[src/rtl/mover_sequencer.sv]
// mover_sequencer
// Command/status sequencer for an AXI DataMover on the stream-to-DDR capture
// path. One run walks a contiguous DDR region in CHUNK_BYTES commands, first
// on S2MM and optionally on MM2S. Up to MAX_OUTSTANDING commands may be
// waiting for status in the active direction. Every returned status byte is
// checked for errors and for the expected tag.
//
// Ports
//   clk, reset                       clock, async active-high reset
//   start, mode[1:0]                 run request (level, sampled in IDLE), direction select
//   busy, done                       running / idle indicators
//   error, err_status[7:0]           sticky error flag and the status byte that caused it
//   cmd_count[BTT_W-1:0]             completed commands in the active direction
//   m_axis_{s2mm,mm2s}_cmdsts_aresetn  DataMover cmd/sts resets
//   S_AXIS_{S2MM,MM2S}_CMD_*         command streams (this block is the master)
//   M_AXIS_{S2MM,MM2S}_STS_*         status streams (this block is the slave)
//
// States
//   HOLD      | DataMover held in reset, then allowed to settle
//   IDLE      | done=1, waiting for start
//   RUN_S2MM  | issuing S2MM commands and collecting status
//   RUN_MM2S  | issuing MM2S commands and collecting status
//   DRAIN     | bad status seen; finish pending handshakes and outstanding status
module mover_sequencer #(
  parameter int              ADDR_W          = 32,
  parameter int              BTT_W           = 23,
  parameter logic [ADDR_W-1:0] BASE_ADDR     = '0,
  parameter int              XFER_BYTES      = 268435456,
  parameter int              CHUNK_BYTES     = 4096,
  parameter int              MAX_OUTSTANDING = 2,
  parameter logic [3:0]      S2MM_TAG        = 4'hA,
  parameter logic [3:0]      MM2S_TAG        = 4'hB,
  parameter int              RESET_HOLD      = 16
) (
  input  logic                 clk,
  input  logic                 reset,
  input  logic                 start,
  input  logic [1:0]           mode,
  output logic                 busy,
  output logic                 done,
  output logic                 error,
  output logic [7:0]           err_status,
  output logic [BTT_W-1:0]     cmd_count,

  output logic                 m_axis_s2mm_cmdsts_aresetn,
  output logic [ADDR_W+39:0]   S_AXIS_S2MM_CMD_tdata,
  output logic                 S_AXIS_S2MM_CMD_tvalid,
  input  logic                 S_AXIS_S2MM_CMD_tready,
  input  logic [7:0]           M_AXIS_S2MM_STS_tdata,
  input  logic                 M_AXIS_S2MM_STS_tvalid,
  output logic                 M_AXIS_S2MM_STS_tready,

  output logic                 m_axis_mm2s_cmdsts_aresetn,
  output logic [ADDR_W+39:0]   S_AXIS_MM2S_CMD_tdata,
  output logic                 S_AXIS_MM2S_CMD_tvalid,
  input  logic                 S_AXIS_MM2S_CMD_tready,
  input  logic [7:0]           M_AXIS_MM2S_STS_tdata,
  input  logic                 M_AXIS_MM2S_STS_tvalid,
  output logic                 M_AXIS_MM2S_STS_tready
);

  localparam int N_CMDS = (CHUNK_BYTES > 0) ? (XFER_BYTES / CHUNK_BYTES) : 1;
  localparam int CNT_W  = (N_CMDS > 0) ? $clog2(N_CMDS + 1) : 1;
  localparam int HOLD_W = $clog2(2 * RESET_HOLD + 2);

  localparam logic [CNT_W-1:0]  N_C      = CNT_W'(N_CMDS);
  localparam logic [3:0]        MAXO_C   = 4'(MAX_OUTSTANDING);
  localparam logic [ADDR_W-1:0] CHUNK_A  = ADDR_W'(CHUNK_BYTES);
  // The DataMover BTT field is always 23 bits wide; narrower BTT_W is zero-extended.
  localparam logic [22:0]       BTT_F    = 23'(CHUNK_BYTES);
  localparam logic [HOLD_W-1:0] HOLD_INIT = HOLD_W'(2 * RESET_HOLD);
  localparam logic [HOLD_W-1:0] HOLD_REL  = HOLD_W'(RESET_HOLD + 1);

  if (CHUNK_BYTES <= 0) begin : g_chk_chunk_pos
    $error("mover_sequencer: CHUNK_BYTES must be > 0");
  end
  if (BTT_W > 23 || BTT_W < 1) begin : g_chk_btt_w
    $error("mover_sequencer: BTT_W must be 1..23");
  end
  if (longint'(CHUNK_BYTES) >= (64'd1 << BTT_W)) begin : g_chk_chunk_max
    $error("mover_sequencer: CHUNK_BYTES must be < 2**BTT_W");
  end
  if (XFER_BYTES <= 0 || (CHUNK_BYTES > 0 && (XFER_BYTES % CHUNK_BYTES) != 0)) begin : g_chk_xfer
    $error("mover_sequencer: XFER_BYTES must be a positive multiple of CHUNK_BYTES");
  end
  if (MAX_OUTSTANDING < 1 || MAX_OUTSTANDING > 15) begin : g_chk_maxo
    $error("mover_sequencer: MAX_OUTSTANDING must be 1..15");
  end
  if (RESET_HOLD < 1) begin : g_chk_hold
    $error("mover_sequencer: RESET_HOLD must be >= 1");
  end

  typedef enum logic [2:0] {
    ST_HOLD     = 3'd0,
    ST_IDLE     = 3'd1,
    ST_RUN_S2MM = 3'd2,
    ST_RUN_MM2S = 3'd3,
    ST_DRAIN    = 3'd4
  } state_t;

  state_t             r_state, w_state_n;
  logic [HOLD_W-1:0]  r_hold, w_hold_n;
  logic               r_aresetn, w_aresetn_n;
  logic [CNT_W-1:0]   r_i, w_i_n;
  logic [CNT_W-1:0]   r_c, w_c_n;
  logic [3:0]         r_o, w_o_n;
  logic [ADDR_W-1:0]  r_addr, w_addr_n;
  logic               r_dir, w_dir_n;          // 0 = S2MM active, 1 = MM2S active
  logic               r_mm2s_next, w_mm2s_next_n;
  logic               r_error, w_error_n;
  logic [7:0]         r_err_status, w_err_status_n;
  logic               r_s2mm_valid, w_s2mm_valid_n;
  logic               r_mm2s_valid, w_mm2s_valid_n;

  logic               w_cmd_hs;
  logic               w_pend;
  logic               w_sts_v;
  logic [7:0]         w_sts_d;
  logic [3:0]         w_sts_tag;
  logic               w_sts_bad;
  logic [3:0]         w_o_upd;

  // Only one direction is ever active, so its valid alone identifies the handshake.
  assign w_cmd_hs = (r_s2mm_valid & S_AXIS_S2MM_CMD_tready) |
                    (r_mm2s_valid & S_AXIS_MM2S_CMD_tready);
  assign w_pend   = (r_s2mm_valid & ~S_AXIS_S2MM_CMD_tready) |
                    (r_mm2s_valid & ~S_AXIS_MM2S_CMD_tready);

  assign w_sts_v   = r_dir ? M_AXIS_MM2S_STS_tvalid : M_AXIS_S2MM_STS_tvalid;
  assign w_sts_d   = r_dir ? M_AXIS_MM2S_STS_tdata  : M_AXIS_S2MM_STS_tdata;
  assign w_sts_tag = r_dir ? MM2S_TAG : S2MM_TAG;
  assign w_sts_bad = ~w_sts_d[7] | (|w_sts_d[6:4]) | (w_sts_d[3:0] != w_sts_tag);

  // A command handshake and a status beat in the same cycle cancel out.
  always_comb begin
    w_o_upd = r_o;
    if (w_cmd_hs && !w_sts_v) begin
      w_o_upd = r_o + 4'd1;
    end else if (!w_cmd_hs && w_sts_v && r_o != 4'd0) begin
      w_o_upd = r_o - 4'd1;
    end
  end

  always_comb begin
    w_state_n      = r_state;
    w_hold_n       = r_hold;
    w_aresetn_n    = r_aresetn;
    w_i_n          = r_i;
    w_c_n          = r_c;
    w_o_n          = r_o;
    w_addr_n       = r_addr;
    w_dir_n        = r_dir;
    w_mm2s_next_n  = r_mm2s_next;
    w_error_n      = r_error;
    w_err_status_n = r_err_status;
    w_s2mm_valid_n = 1'b0;
    w_mm2s_valid_n = 1'b0;

    case (r_state)
      ST_HOLD: begin
        if (r_hold != '0) begin
          w_hold_n = r_hold - 1'b1;
        end
        if (r_hold <= HOLD_REL) begin
          w_aresetn_n = 1'b1;
        end
        if (r_hold <= HOLD_W'(1)) begin
          w_state_n = ST_IDLE;
        end
      end

      ST_IDLE: begin
        if (start) begin
          w_mm2s_next_n  = mode[1];
          w_error_n      = 1'b0;
          w_err_status_n = 8'h00;
          w_i_n          = '0;
          w_c_n          = '0;
          w_o_n          = '0;
          w_addr_n       = BASE_ADDR;
          if (mode[0]) begin
            w_state_n = ST_RUN_S2MM;
            w_dir_n   = 1'b0;
          end else if (mode[1]) begin
            w_state_n = ST_RUN_MM2S;
            w_dir_n   = 1'b1;
          end
        end
      end

      ST_RUN_S2MM, ST_RUN_MM2S: begin
        if (w_cmd_hs) begin
          w_i_n    = r_i + 1'b1;
          w_addr_n = r_addr + CHUNK_A;   // wraps modulo 2**ADDR_W
        end
        w_o_n = w_o_upd;
        if (w_sts_v) begin
          w_c_n = r_c + 1'b1;
        end
        if (w_sts_v && w_sts_bad) begin
          w_error_n      = 1'b1;
          w_err_status_n = w_sts_d;
          w_state_n      = ST_DRAIN;
        end else if (w_c_n == N_C) begin
          w_i_n    = '0;
          w_o_n    = '0;
          w_addr_n = BASE_ADDR;
          if (r_state == ST_RUN_S2MM && r_mm2s_next) begin
            w_state_n = ST_RUN_MM2S;
            w_dir_n   = 1'b1;
            w_c_n     = '0;
          end else begin
            // c is kept so cmd_count shows the final total while idle.
            w_state_n = ST_IDLE;
          end
        end
      end

      ST_DRAIN: begin
        if (w_cmd_hs) begin
          w_i_n    = r_i + 1'b1;
          w_addr_n = r_addr + CHUNK_A;
        end
        w_o_n = w_o_upd;
        if (w_sts_v) begin
          w_c_n = r_c + 1'b1;
        end
        if (w_o_n == 4'd0 && !w_pend) begin
          w_state_n = ST_IDLE;
        end
      end

      default: begin
        w_state_n = ST_HOLD;
      end
    endcase

    // Issue window while running; in DRAIN only an unaccepted command may stay up.
    if (w_state_n == ST_RUN_S2MM) begin
      w_s2mm_valid_n = (w_i_n < N_C) && (w_o_n < MAXO_C);
    end else if (w_state_n == ST_DRAIN) begin
      w_s2mm_valid_n = r_s2mm_valid && !S_AXIS_S2MM_CMD_tready;
    end
    if (w_state_n == ST_RUN_MM2S) begin
      w_mm2s_valid_n = (w_i_n < N_C) && (w_o_n < MAXO_C);
    end else if (w_state_n == ST_DRAIN) begin
      w_mm2s_valid_n = r_mm2s_valid && !S_AXIS_MM2S_CMD_tready;
    end
  end

  always_ff @(posedge clk or posedge reset) begin
    if (reset) begin
      r_state      <= ST_HOLD;
      r_hold       <= HOLD_INIT;
      r_aresetn    <= 1'b0;
      r_i          <= '0;
      r_c          <= '0;
      r_o          <= '0;
      r_addr       <= BASE_ADDR;
      r_dir        <= 1'b0;
      r_mm2s_next  <= 1'b0;
      r_error      <= 1'b0;
      r_err_status <= 8'h00;
      r_s2mm_valid <= 1'b0;
      r_mm2s_valid <= 1'b0;
    end else begin
      r_state      <= w_state_n;
      r_hold       <= w_hold_n;
      r_aresetn    <= w_aresetn_n;
      r_i          <= w_i_n;
      r_c          <= w_c_n;
      r_o          <= w_o_n;
      r_addr       <= w_addr_n;
      r_dir        <= w_dir_n;
      r_mm2s_next  <= w_mm2s_next_n;
      r_error      <= w_error_n;
      r_err_status <= w_err_status_n;
      r_s2mm_valid <= w_s2mm_valid_n;
      r_mm2s_valid <= w_mm2s_valid_n;
    end
  end

  assign busy       = (r_state != ST_IDLE) && (r_state != ST_HOLD);
  assign done       = (r_state == ST_IDLE);
  assign error      = r_error;
  assign err_status = r_err_status;
  assign cmd_count  = BTT_W'(r_c);

  assign m_axis_s2mm_cmdsts_aresetn = r_aresetn;
  assign m_axis_mm2s_cmdsts_aresetn = r_aresetn;

  // tdata only moves on a handshake (r_addr), so it is stable while waiting for tready.
  assign S_AXIS_S2MM_CMD_tdata  = {4'b0000, S2MM_TAG, r_addr, 8'h00, 1'b1, BTT_F};
  assign S_AXIS_MM2S_CMD_tdata  = {4'b0000, MM2S_TAG, r_addr, 8'h00, 1'b1, BTT_F};
  assign S_AXIS_S2MM_CMD_tvalid = r_s2mm_valid;
  assign S_AXIS_MM2S_CMD_tvalid = r_mm2s_valid;

  assign M_AXIS_S2MM_STS_tready = 1'b1;
  assign M_AXIS_MM2S_STS_tready = 1'b1;

endmodule

[config.mk]
export PLATFORM = sky130hd
export DESIGN_NAME = mover_sequencer
export DESIGN_NICKNAME = d
export VERILOG_FILES = /design/src/rtl/mover_sequencer.sv
export SDC_FILE = /design/constraint.sdc
export NUM_CORES = 1
export LEC_CHECK = 0
export CAP_MARGIN = 5
export CORE_MARGIN = 2
export CORE_UTILIZATION = 39
export CTS_CLUSTER_DIAMETER = 30
export DETAILED_ROUTE_END_ITERATION = 7
export PLACE_DENSITY = 0.75
export SETUP_SLACK_MARGIN = 0.3
export SKIP_LAST_GASP = 1
export SLEW_MARGIN = 25
export SYNTH_ARGS = -nofsm -noshare
export SYNTH_HDL_FRONTEND = slang
export SYNTH_SLANG_ARGS = --single-unit
export TNS_END_PERCENT = 5
[constraint.sdc]
create_clock -name clk -period 3 [get_ports clk]
set_clock_uncertainty 0.2 [all_clocks]
set_input_delay 0.75 -clock clk [delete_from_list [all_inputs] [get_ports clk]]
set_output_delay 0.75 -clock clk [all_outputs]
set_load 0.01 [all_outputs]
---- Word level (Yosys, flattened, before mapping) ----
Cells that the tools add are included.
operators by class
  add/subtract/negate cells ............... 6
  magnitude comparators ................... 4
  eq/ne operators ......................... 16
  mux-type cells .......................... 52
  bitwise gates (word level) .............. 11
  reduce and logical (&&, ||, !) cells .... 30
operators with widths
  kind                      number
  $mux W17                  10
  $mux W32                  4
  $pmux W17 S3              2
  $pmux W32 S3              1
  $add A17 B1 Y17 const B   2
  $add A32 B13 Y32 const B  1
  $mux W8                   3
  $mux W3                   7
  $mux W4                   5
  $eq A17 B17 Y1 const B    1
  $lt A17 B17 Y1 const B    1
  $pmux W8 S2               1
  $mux W1                   14
  $eq A3 B2 Y1 const B      4
  $pmux W3 S4               1
  $pmux W4 S3               1
  $logic_and A1 B1 Y1       10
  $ne A2 B2 Y1 const B      5
  $reduce_and A2 Y1         4
  $eq A3 B3 Y1 const B      2
  $le A6 B1 Y1 const B      1
  $le A6 B5 Y1 const B      1
  $reduce_and A6 Y1         1
  $reduce_bool A3 Y1        2
  other kinds (22)          35
word-level totals
  flip-flop bits (word level) ............. 93
  input bits .............................. 25
  output and inout bits ................... 184
  word-level logic and storage cells ...... 132

---- Logic depth before layout (Yosys ltp) ----
Gate-level depths: netlist (run 1).
  depth in word-level cells ............... 14
  gate-level depth with buffers ........... 11
  mapped depth without buffers ............ 10

---- Worst setup path after synthesis (run 1) ----
No wires, ideal clock.
  path kind ............................... input to register
  start point ............................. input port M_AXIS_MM2S_STS_tvalid
  end point ............................... register r_c[14]
  setup time .............................. 121 ps
  arrival ................................. 2587 ps
  required time ........................... 2679 ps
  slack ................................... 92 ps
  cell stages on the path ................. 8
  buffers on the path ..................... 1
  cell sequence ........................... mux2_2 -> buf_2 -> o31ai_1 -> o2111ai_1 -> nor4_4 -> a31oi_4 -> a21o_1 -> a22o_1
between the ends
  cells in the longest elaborated chain, start to end .. 7
  elaborated cells between the ends (all ways) .. 9
  classes of those cells .................. eq/ne (1); mux (7); reduce/logical (1)
RTL lines
  item                                        RTL line  text
  start, declared                             58        input logic M_AXIS_MM2S_STS_tvalid,
  $mux W1 (*)                                 129       assign w_sts_v = r_dir ? M_AXIS_MM2S_STS_tvalid : M_AXIS_S2MM_STS_tvalid;
  $mux W17                                    --
  $mux W17                                    159       case (r_state)
  $eq A17 B17 Y1 or $mux W17 (tied branches)  204, 208
  $mux W17                                    204       end else if (w_c_n == N_C) begin
  $mux W17                                    200       if (w_sts_v && w_sts_bad) begin
  $pmux W17 S3 (*)                            159
  end signal, assigned                        271       r_c <= w_c_n;
  end, declared                               105       logic [CNT_W-1:0] r_c, w_c_n;
Mark *: on every way between the ends. The rest lies on a longest branch, timed or not. The select of a mux whose other input is x is not followed.
A chain may end at the register's enable or synchronous reset.

---- Worst setup path in the final report (run 1) ----
  start point ............................. input port S_AXIS_S2MM_CMD_tready
  end point ............................... register r_s2mm_valid (netlist: S_AXIS_S2MM_CMD_tvalid)
between the ends
  cells in the longest elaborated chain, start to end .. 14
  elaborated cells between the ends (all ways) .. 32
  classes of those cells .................. order compare (2); eq/ne (2); mux (13); bitwise (5); reduce/logical (10)
RTL lines
  item                               RTL line  text
  start, declared                    48        input logic S_AXIS_S2MM_CMD_tready,
  $and A1 B1 Y1                      124       assign w_cmd_hs = (r_s2mm_valid & S_AXIS_S2MM_CMD_tready) |
  $or A1 B1 Y1                       124
  $logic_not A1 Y1                   139       end else if (!w_cmd_hs && w_sts_v && r_o != 4'd0) begin
  $logic_and A1 B1 Y1 (2 in series)  139
  $mux W4                            139
  $mux W4                            137       if (w_cmd_hs && !w_sts_v) begin
  $logic_not A4 Y1                   228       if (w_o_n == 4'd0 && !w_pend) begin
  $logic_and A1 B1 Y1 (*)            228
  $mux W3 (*)                        228
  $pmux W3 S4 (*)                    159
  via w_state_n[0]                   101       state_t r_state, w_state_n;
  $eq A3 B3 Y1                       241       end else if (w_state_n == ST_DRAIN) begin
  $mux W1                            241
  $mux W1 (*)                        239       if (w_state_n == ST_RUN_S2MM) begin
  via w_s2mm_valid_n                 112       logic r_s2mm_valid, w_s2mm_valid_n;
  end signal, assigned               278       r_s2mm_valid <= w_s2mm_valid_n;
  end, declared                      112
Mark *: on every way through the listed nets, which the timed path passes. The rest lies on a longest branch.

==> results.json, run 1 <==
{
  "synth_area_um2": 5680,
  "holdWs_ns": 0.280,
  "drv_slew": 0,
  "critPathArrivalTime_ns": 2.88,
  "startpoint_type": "primary input",
  "layout_common_cells": "conb_1 (112), clkdlybuf4s50_1 (92), dfrtp_1 (78)",
  "crit_family": "compound AO/OA/AOI/OAI gates",
  "rr_worst_depth": 11,
  "rsz0062_at_grt": "true",
  "synth_ff_type": "dfrtp_1",
  "grt_util_all_layers_pct": 17.6,
  "synth-seq-cells": 81,
  "cellLeakagePower_nw": 3.29,
  "routed_wl_mm": 13.9,
  "layout_commonest_cell": "conb_1",
  "crit_chain": "dlygate4sd2_1 -> a22o_1 -> or4_4 -> o31a_1 -> o21ai_2 -> nor3_2 -> a31o_2 -> nor2_2 -> inv_1 -> o32ai_2",
  "hold_depth": 2,
  "design_area_um2": 7270,
  "synth_area_per_cell_um2": 8.55,
  "clk_pin_slew_ns": 0.06,
  "multiInputGateArea_um2": 3020,
  "outcome": "completed",
  "overflow": 0,
  "antenna_found_initial": 0,
  "io_buffers": 96,
  "placed_area_um2": 6680,
  "post_drt_wl_per_cell_um": 14.0,
  "ys_types": 58,
  "vias": 4877,
  "grt_pass1_vias": 4556,
  "critPathKind": "primary input to register",
  "dr.pass1.iters": 5,
  "yosysTopAreaCellShare_pct": 35.3,
  "synth.area.top_cells": "dfrtp_1 (35%), buf_4 (18%), nor2_1 (4.8%)",
  "dieHeight_um": 125,
  "core_area_um2": 14400,
  "worstPathRequired_ns": 3.05,
  "start_util_pct": 39.5,
  "hold_viol": 0,
  "place_congestion": 0.840,
  "postCtsHoldBufs": 0,
  "cts.htree.levels": 3,
  "area_growth_pct": 28.1,
  "worstSetupPathDepth": 10,
  "tightestPinTransition_ns": 0.624,
  "fmax_ghz": 0.353,
  "relSlewSlack_pct": 58.1,
  "maxCapViolCount": 0,
  "synthCells": 664,
  "num_antenna_cells": 0,
  "cp_max_fo": 3,
  "cts_tree": "yes",
  "clkSinkCount": 81,
  "synth_edf_count": 0,
  "timing.final.crit_share_pct": 94.4,
  "nNetsFinal": 833,
  "worst-path-buf-inv": 2,
  "finalSetupViolations": 0,
  "viasPerCell": 4.93,
  "cts-buffers-inserted": 9,
  "crit_path_top_delay_cell": "or4_4",
  "die_w_um": 125,
  "drc": 0,
  "synth-warning-count": 0,
  "drive_gt1_share_pct": 17.5,
  "grt_pass1_wl_mm": 22.4,
  "grt_max_degree": 35,
  "layout_min_cycle_time_ns": 2.83,
  "synthArstFlopShare_pct": 100,
  "irDropWorstVdd_uv": 466,
  "yosysSeqAreaShare_pct": 35.7,
  "cts_root_buf": "clkbuf_16",
  "dp_hpwl_mm": 9.86,
  "end_kind": "register",
  "worstSkewPairLatency_ns": 0.34,
  "top_level_ports": 209,
  "hold_class": "register to register",
  "drt_iter0_markers": 215,
  "dieArea_um2": 15500,
  "rows": 44,
  "max_stage_delay_ns": 0.43,
  "seq_area_um2": 2030,
  "antenna_left": 0,
  "cts_buffer_depth": 2,
  "cellPowerDensity_nw_per_um2": 704,
  "synth_area_leader_cell": "dfrtp_1",
  "n_fill_cell": 1371
}
-- Yosys cell counts (3+ instances only) --
| cell | count |
|---|---|
| clkbuf_1 | 10 |
| nand4_1 | 22 |
| o31ai_1 | 3 |
| nand2b_1 | 4 |
| xnor2_1 | 19 |
| nor2_1 | 72 |
| or4_1 | 4 |
| a31oi_1 | 10 |
| a21o_1 | 3 |
| o211ai_1 | 4 |
| and3_1 | 12 |
| buf_4 | 134 |
| o21ai_0 | 28 |
| ha_1 | 8 |
| a31o_2 | 3 |
| or3_1 | 3 |
| dfrtp_1 | 80 |
| inv_1 | 17 |
| a21oi_1 | 17 |
| nor3_1 | 12 |
| nor4_1 | 5 |
| mux2i_1 | 13 |
| or2_2 | 4 |
| buf_2 | 14 |
| nand3_1 | 41 |
| nand2_1 | 54 |
| xor2_1 | 23 |
| a22o_1 | 8 |
-- power breakdown --
group          switching (mW)  internal [mW]
Combinational            1.35           1.15
Sequential              0.171           1.25
Clock                   0.467          0.734
-- cell type report --
type | instances | share of cell area [%]
flip-flops and latches | 81 | 27.9
clock inverters | 6 | 1.24
clock buffers | 10 | 3.15
inverters | 17 | 0.929
multi-input cells | 516 | 41.5
repair buffers | 175 | 22.1
well taps | 184 | 3.17
-- metal layers --
metal	GRT usage (%)	vias up	wire length [um]
met2	30.2	214	6910
met3	4.81	16	998
met4	3.77	0	187
li1	-	2307	-
met5	0	-	0
met1	22.3	2340	5800
-- what timing repair did --
item,CTS,global route
pin swaps,10,11
cloned,0,1
setup endpoints to repair,58,66
gates resized for setup,29,18
endpoints found under the hold margin,0,0
setup buffers,8,6
-- worst paths after layout --
check	slack [ns]	start	end
worst max register to register	0.18	r_c[0]	r_addr[19]
min in group asynchronous	0.63	reset	r_addr[23]
worst min-delay path	0.28	error	error
worst max-delay path	0.17	S_AXIS_S2MM_CMD_tready	S_AXIS_S2MM_CMD_tvalid
worst min register to register	0.28	error	error
max in group asynchronous	1.36	reset	r_hold[5]
-- through the flow --
stage          setup slack (ns)  cells  util [%]  power, mW  TNS, ns
2_1_floorplan            0.0915    774         -       2.72        0
3_3_place_gp             -0.468    958      46.5       3.51   -21.84
3_5_place_dp             -0.560    958      46.5       3.54   -26.58
4_1_cts                   0.125    982      49.8       4.96        0
5_1_grt                  0.0923    989      50.6       5.40        0
6_report                  0.169    989      50.6       5.12        0
-- tightest hold or removal path, cell delays in order (launching register included) --
cell and delay (ns):
dfrtp_1 0.34, nand2_1 0.05, nand2_1 0.06
-- kinds of logic after synthesis --
kind of cell / Yosys count / share of synthesized area [%]
muxes: 16 / 3.08
other: 2 / 0.132
AOI/OAI and AO/OA: 93 / 10.8
adders and majority gates: 8 / 1.76
DFF: 81 / 35.7
xor gates and xnor gates: 42 / 6.48
and+or+nand+nor: 245 / 21.1
buffers and inverters: 177 / 20.9
-- flip-flops by register name (all words and copies together) (netlist names) --
name,count
S_AXIS_S2MM_CMD_tvalid,1
error,1
S_AXIS_MM2S_CMD_tvalid,1
r_dir,1
r_hold,6
r_mm2s_next,1
err_status,8
m_axis_mm2s_cmdsts_aresetn,1
r_c,17
r_i,17
r_state,3
r_addr,20
r_o,4
Note: power is estimated with default switching activity, not from simulation.
==> run 2, diff against run 1 <==
GPL_ROUTABILITY_DRIVEN = 0   (was default)
==> results of run 2 <==
Same layout as run 1: the final DEF is identical, and so are final timing and power.
==> run 3, diff against run 2 <==
CORE_MARGIN = default   (was 2)
CTS_BUF_LIST = sky130_fd_sc_hd__clkbuf_16   (was default)
CTS_CLUSTER_SIZE = 10   (was default)
==> run 3 against run 2 <==
  * Non-clock buffer count is 5 lower
  * Count of clock-buffer cells in the layout is 1 lower
  * Global-route usage is 0.096 points higher
  * Critical path type is now register to register
  * Setup slack worse by 0.072 ns
==> results.json, run 3 (same netlist as run 1, synthesis figures left out) <==
{
  "outcome": "completed",
  "placed_area_um2": 6680,
  "nNetsFinal": 828,
  "layout_min_cycle_time_ns": 2.90,
  "crit_family": "simple AND/OR/NAND/NOR gates",
  "total_power_mw": 4.86,
  "end_kind": "register",
  "fmax_ghz": 0.345,
  "overflow": 0,
  "setup_ws_ns": 0.0976,
  "grt_util_all_layers_pct": 17.7,
  "worstSkewPairLatency_ns": 0.35,
  "clkSinkCount": 81,
  "finalSetupViolations": 0,
  "critPathArrivalTime_ns": 2.97,
  "drive_gt1_share_pct": 16.3,
  "cellPowerDensity_nw_per_um2": 679,
  "largest_reg_flops": 20,
  "cts_buffer_depth": 2,
  "cp_max_fo": 4,
  "cts-buffers-inserted": 9,
  "dieArea_um2": 15000,
  "timing.final.crit_share_pct": 96.7,
  "antenna_found_initial": 0,
  "dieHeight_um": 123,
  "max_stage_delay_ns": 0.46,
  "viasPerCell": 4.91,
  "routed_wl_mm": 13.2,
  "top_level_ports": 209,
  "worst-path-buf-inv": 2,
  "pre_cts_ws_ns": -0.511,
  "start_util_pct": 40.4,
  "design_area_um2": 7150,
  "drt_iter0_markers": 223,
  "holdWs_ns": 0.284,
  "reg.largest.list": "r_addr x20, r_c x17, r_i x17",
  "area_growth_pct": 26.0,
  "post_drt_wl_per_cell_um": 13.4,
  "num_antenna_cells": 0,
  "drc": 0,
  "crit_chain": "ha_4 -> nand4_1 -> buf_4 -> or4_4 -> o21ai_1 -> a22o_2 -> nor4_4 -> a21o_4 -> buf_4 -> or4_1 -> o21ai_1",
  "cts.htree.levels": 3,
  "io_buffers": 96,
  "stdcell_count": 980,
  "cellLeakagePower_nw": 3.24,
  "relSlewSlack_pct": 63.9,
  "worstPathRequired_ns": 3.06,
  "die_w_um": 123,
  "finish.utilization_pct": 50.9,
  "clk_pin_slew_ns": 0.07,
  "hold_class": "register to register",
  "drv_slew": 0,
  "rsz0062_at_grt": "true",
  "maxCapViolCount": 0,
  "irDropWorstVdd_uv": 497,
  "antenna_left": 0,
  "startpoint_type": "register",
  "dr.pass1.iters": 5,
  "vias": 4809,
  "dp_hpwl_mm": 9.25,
  "core_area_um2": 14000,
  "rrSetupSlack_ns": 0.1,
  "grt_pass1_wl_mm": 20.9,
  "place_inst": 956,
  "tns_ns": 0,
  "grt_pass1_vias": 4344,
  "cts_root_buf": "clkbuf_16",
  "cts_tree": "yes",
  "grt_max_degree": 56,
  "crit_path_top_delay_cell": "or4_1",
  "postCtsHoldBufs": 0,
  "hold_viol": 0,
  "critPathKind": "register to register",
  "rows": 43,
  "top_register": "r_addr",
  "layout_common_cells": "conb_1 (112), clkdlybuf4s50_1 (92), dfrtp_1 (79)",
  "tightestPinTransition_ns": 0.538,
  "n_fill_cell": 1343,
  "layout_commonest_cell": "conb_1"
}
==> run 3: cell count changes in the layout (fill, tap and decap cells not counted), sizes merged <==
| cell | previous run | this run |
|---|---|---|
| bufinv | 2 | 0 |
| clkinv | 1 | 3 |
| clkbuf | 11 | 12 |
| clkinvlp | 2 | 3 |
| buf | 80 | 73 |
==> run 3: cell type report <==
| cell class | count | area (um2) | share of cell area [%] |
|---|---|---|---|
| clock inverters | 7 | 53.8 | 0.752 |
| multi-input cells | 516 | 2990 | 41.8 |
| inverters | 17 | 67.6 | 0.944 |
| clock buffers | 9 | 225 | 3.15 |
| flip-flops and latches | 81 | 2030 | 28.4 |
| well taps | 180 | 225 | 3.15 |
| repair buffers | 170 | 1560 | 21.8 |
==> run 3: final timing paths <==
kind	cells past startpoint	startpoint	end
max in group asynchronous	3	reset	r_hold[5]
hold / removal	2	error	error
setup reg to reg	11	r_c[0]	r_addr[19]
setup / recovery	11	r_c[0]	r_addr[19]
min in group asynchronous	2	reset	r_addr[16]
hold reg to reg	2	error	error
==> run 3: power by group <==
group	switching [mW]	internal, mW
Combinational	1.30	1.10
Clock	0.477	0.566
Sequential	0.164	1.25
==> run 3: worst min-delay path, cell delays in order, from the launching register on <==
cell and delay, ns:
dfrtp_1 0.35, nand2_1 0.05, nand2_1 0.05
==> run 3: timing repair <==
item	in CTS	in global routing
resized for setup	23	16
buffers inserted	6	1
pin swaps	10	6
endpoints found under the setup margin	58	65
hold endpoints to repair	0	0
cloned	0	1
==> run 3: routing by layer <==
layer | share of wire, % | routed length (um) | vias to the layer above | global-route usage (%)
met5 | 0 | 0 | - | 0
met4 | 1.8 | 235 | 0 | 7.32
met3 | 5.6 | 734 | 20 | 3.25
met2 | 49 | 6430 | 202 | 29.2
met1 | 44 | 5760 | 2289 | 22.8
li1 | - | - | 2298 | -
